File: src/rtl/node_fifo_validready.sv
// node_fifo_validready
// Valid/ready pipeline node built around a DEPTH-entry circular buffer.
// up_ready_out, dn_valid_out and level are flop-driven, so the ready path
// between neighbouring nodes is broken; data_out is read from the buffer head.
// Optional feature: define NODE_FIFO_FLUSH_EN to add a synchronous `flush`
// input that empties the buffer (priority over push and pop).
module node_fifo_validready #(
  parameter  int WIDTH = 32,
  parameter  int DEPTH = 4,
  localparam int LW    = $clog2(DEPTH + 1)
) (
  input  logic             clk,
  input  logic             rst,
  input  logic [WIDTH-1:0] data_in,
  input  logic             up_valid_in,
  output logic             up_ready_out,
  output logic [WIDTH-1:0] data_out,
  output logic             dn_valid_out,
  input  logic             dn_ready_in,
`ifdef NODE_FIFO_FLUSH_EN
  input  logic             flush,
`endif
  output logic [LW-1:0]    level
);

  // Pointer width; DEPTH >= 2 guarantees at least one bit.
  localparam int PW = $clog2(DEPTH);

  logic [WIDTH-1:0] r_mem [DEPTH];
  logic [PW-1:0]    r_wp;
  logic [PW-1:0]    r_rp;
  logic [LW-1:0]    r_count;
  logic             r_up_ready;
  logic             r_dn_valid;

  logic             w_up_fire;
  logic             w_dn_fire;
  logic             w_flush;
  logic             w_push;
  logic [PW-1:0]    w_wp_next;
  logic [PW-1:0]    w_rp_next;
  logic [LW-1:0]    w_count_next;

  // Pointer increment that wraps at DEPTH-1, valid for non-power-of-two DEPTH.
  function automatic logic [PW-1:0] ptr_inc(input logic [PW-1:0] p);
    if (p == PW'(DEPTH - 1)) begin
      return '0;
    end else begin
      return p + PW'(1);
    end
  endfunction

  // Handshake decode and next-state computation for pointers and occupancy.
  always_comb begin
`ifdef NODE_FIFO_FLUSH_EN
    w_flush = flush;
`else
    w_flush = 1'b0;
`endif
    w_up_fire = up_valid_in & r_up_ready;
    w_dn_fire = r_dn_valid & dn_ready_in;
    // A push that coincides with a flush is discarded.
    w_push    = w_up_fire & ~w_flush;

    if (w_flush) begin
      w_wp_next = '0;
    end else if (w_up_fire) begin
      w_wp_next = ptr_inc(r_wp);
    end else begin
      w_wp_next = r_wp;
    end

    if (w_flush) begin
      w_rp_next = '0;
    end else if (w_dn_fire) begin
      w_rp_next = ptr_inc(r_rp);
    end else begin
      w_rp_next = r_rp;
    end

    if (w_flush) begin
      w_count_next = '0;
    end else begin
      case ({w_up_fire, w_dn_fire})
        2'b10:   w_count_next = r_count + LW'(1);
        2'b01:   w_count_next = r_count - LW'(1);
        default: w_count_next = r_count;
      endcase
    end
  end

  // Control state and registered handshake outputs; async reset empties the node.
  always_ff @(posedge clk or posedge rst) begin
    if (rst) begin
      r_wp       <= '0;
      r_rp       <= '0;
      r_count    <= '0;
      r_up_ready <= 1'b0;
      r_dn_valid <= 1'b0;
    end else begin
      r_wp       <= w_wp_next;
      r_rp       <= w_rp_next;
      r_count    <= w_count_next;
      r_up_ready <= (w_count_next < LW'(DEPTH));
      r_dn_valid <= (w_count_next != '0);
    end
  end

  // Payload storage; contents are deliberately left unreset.
  always_ff @(posedge clk) begin
    if (w_push) begin
      r_mem[r_wp] <= data_in;
    end
  end

  assign up_ready_out = r_up_ready;
  assign dn_valid_out = r_dn_valid;
  assign level        = r_count;
  assign data_out     = r_mem[r_rp];

endmodule
File: config.mk
export PLATFORM = sky130hd
export DESIGN_NAME = node_fifo_validready
export DESIGN_NICKNAME = d
export VERILOG_FILES = /design/src/rtl/node_fifo_validready.sv
export SDC_FILE = /design/constraint.sdc
export NUM_CORES = 1
export LEC_CHECK = 0
export CAP_MARGIN = 20
export CORE_MARGIN = 4
export CORE_UTILIZATION = 40
export CTS_BUF_LIST = sky130_fd_sc_hd__clkbuf_8
export CTS_CLUSTER_DIAMETER = 80
export CTS_CLUSTER_SIZE = 25
export DETAILED_ROUTE_END_ITERATION = 6
export PLACE_DENSITY_LB_ADDON = 0.05
export SYNTH_ARGS = -nofsm -noshare
export SYNTH_HDL_FRONTEND = slang
export SYNTH_SLANG_ARGS = --single-unit
export TNS_END_PERCENT = 20
File: constraint.sdc
create_clock -name clk -period 2.2 [get_ports clk]
set_input_delay 0.22 -clock clk [delete_from_list [all_inputs] [get_ports clk]]
set_output_delay 0.22 -clock clk [all_outputs]
set_load 0.1 [all_outputs]
==> results_dict.tcl <==
set metrics [dict create \
    dp_hpwl_um 5760 \
    io_buffers 72 \
    final_hold_viol_count 0 \
    numCtsBuffers 17 \
    vias 2372 \
    required_ns 1.98 \
    netlist_top_cells_count "128 x edfxtp_1, 28 x mux4_2, 9 x dfrtp_1, 7 x inv_1, 6 x ha_1" \
    cp_slowest_cell "mux4_2" \
    grt-ovfl-total 0 \
    syn_area_mm2 0.00515 \
    antenna_found_initial 0 \
    synth_edf_count 128 \
    cts_sinks 137 \
    syn2layout_area_growth_pct 31.6 \
    pre_cts_ws_ns -0.0227 \
    fillers 1007 \
    synth_cells 212 \
    hold_class "in2async" \
    grt_max_degree 28 \
    routed_wl_um 9200 \
    syn_avg_cell_area_um2 24.3 \
    syn_nets 255 \
    maxSlewHeadroom 0.751 \
    fp.dieW_um 122 \
    crit_chain "buf_4 -> mux4_2 -> buf_12" \
    fin_util 0.537 \
    fin_nets 352 \
    finalCritPeriodShare 0.943 \
    cts_max_level 4 \
    critPathMaxFanout 7 \
    regArea_mm2 0.00408 \
    coreArea_mm2 0.0126 \
    clk_path_buf_depth 2 \
    period_needed_ns 2.07 \
    post_drt_wl_per_cell_um 18.7 \
    status "finished clean" \
    fin_ws_ns 0.125 \
    cp-start-kind "register" \
    avgViaCountPerCell 4.83 \
    yosys_most_used_dff "edfxtp_1" \
    synthDistinctLibCells 22 \
    die_area_mm2 0.0148 \
    drive_gt1_frac 0.348 \
    cts_tree "done" \
    finalMaxSlewViolations 0 \
    ys_seq_area_frac 0.789 \
    fp.dieH_um 122 \
    finalSetupViolations 0 \
    synth_top_cell_area_share 0.746 \
    regToRegSetupSlack_ns 0.27 \
    fmax_ghz 0.482 \
    detail-route-antenna-nets 0 \
    ys_seq_elements 137 \
    cpLargestDelayFamily "multiplexers" \
    ys_warn_count 0 \
    cpPeakStageDelay_ns 0.57 \
    multi_input_area_um2 971 \
    num_antenna_cells 0 \
    post-route-drc-count 0 \
    synth_top_area_cell "edfxtp_1" \
    dr.pass1.iters 4 \
    synthTopCellsByArea "edfxtp_1 75%, mux4_2 12%, dfrtp_1 4.4%, mux4_1 2.0%, ha_1 1.5%" \
    setup_tns_ns 0 \
    tightest_slew_ns 0.374 \
    path_clk_slew_ns 0.07 \
    drt-initial-drc-count 106 \
    start_util 0.408 \
    crit_buf_inv 2 \
    crit_arrival_ns 1.85 \
    worstSetupPathType "reg2out" \
    rsz0062_at_grt "false" \
    place_congestion 0.703 \
    clk_latency_ns 0.43 \
    grtUsageTotal 0.135 \
    num_rows 41 \
    fin_worst_skew_ns 0.00893 \
    grt_pass1_vias 2599 \
    ctsRootBufferMaster "clkbuf_8" \
    synth_most_common_cell "edfxtp_1" \
    maxCapViolCount 0 \
    grt_pass1_wl_um 14400 \
    async_reset_ff_frac 0.0657 \
    pin_count 73 \
    cp-end-kind "primary output" \
]
==> state kept, by name, summed over array words and instances (netlist names) <==
| register | count |
|---|---|
| level | 3 |
| dn_valid_out | 1 |
| r_wp | 2 |
| r_rp | 2 |
| up_ready_out | 1 |
| r_mem | 128 |
==> per-stage QoR <==
| step | cell area, µm² | hold slack [ns] | cells |
|---|---|---|---|
| floorplan | 5160 | 0.0477 | 212 |
| global route | 6780 | 0.0374 | 491 |
| CTS | 6790 | 0.0347 | 491 |
| global placement | 6470 | 0.512 | 461 |
| detailed placement | 6470 | 0.511 | 461 |
| finish | 6780 | 0.0416 | 491 |
==> final timing paths <==
path	start	to	depth (start not counted)
setup / recovery	r_rp[0]	data_out[15]	3
hold / removal	rst	dn_valid_out	2
setup reg to reg	dn_valid_out	up_ready_out	8
hold reg to reg	level[0]	level[0]	1
max in group asynchronous	rst	dn_valid_out	2
min in group clk	data_in[18]	r_mem[3][18]	1
==> cells by family after synthesis <==
| group | count (synthesis) | share of synthesized area |
|---|---|---|
| muxes | 34 | 0.147 |
| and+or+nand+nor | 13 | 0.0143 |
| adders and majority gates | 7 | 0.0184 |
| xor gates and xnor gates | 2 | 0.00340 |
| buffers and inverters | 15 | 0.0226 |
| AOI/OAI and AO/OA | 4 | 0.00485 |
| DFF | 137 | 0.789 |
==> layout make-up <==
cell class                 instances  area share
clock buffer                      17      0.0345
clock inverter                    12      0.0107
inverter                           7     0.00387
multi-input combinational         60       0.143
sequential                       137       0.601
tap                              172      0.0317
timing repair buffer              86       0.175
==> layer usage <==
metal	GRT usage	share of wire
met1	0.169	0.43
met2	0.212	0.50
met5	0	0
met4	0.0567	0.017
met3	0.0508	0.051
==> placed cells by master, fill, tap and decap left out, types with 2 or more instances in the layout <==
master	count
mux4_2	29
inv_1	11
mux4_1	3
edfxtp_1	128
buf_12	36
clkinv_1	6
mux2_2	2
buf_4	15
a21o_1	2
nor3_1	2
and3_2	4
clkbuf_8	17
dfrtp_1	3
ha_1	6
dfrtp_2	5
nand2_1	4
clkdlybuf4s50_1	35
o21ai_0	2
==> what timing repair did <==
action	in CTS	in global routing
resized for setup	0	1
buffers inserted	1	0
hold buffers	0	0
endpoints found under the hold margin	0	0
setup endpoints to repair	1	1
==> worst register-to-register path, stage by stage (launching register included) <==
cell and delay [ns]:
dfrtp_4 0.41, nand2_1 0.07, inv_1 0.06, ha_1 0.18, inv_1 0.06, fa_1 0.37, xor2_1 0.16, or3_1 0.34
and2_1 0.17
Power is not shown: default switching activity piles up to over one toggle a cycle in this logic, so the estimate is an artifact.
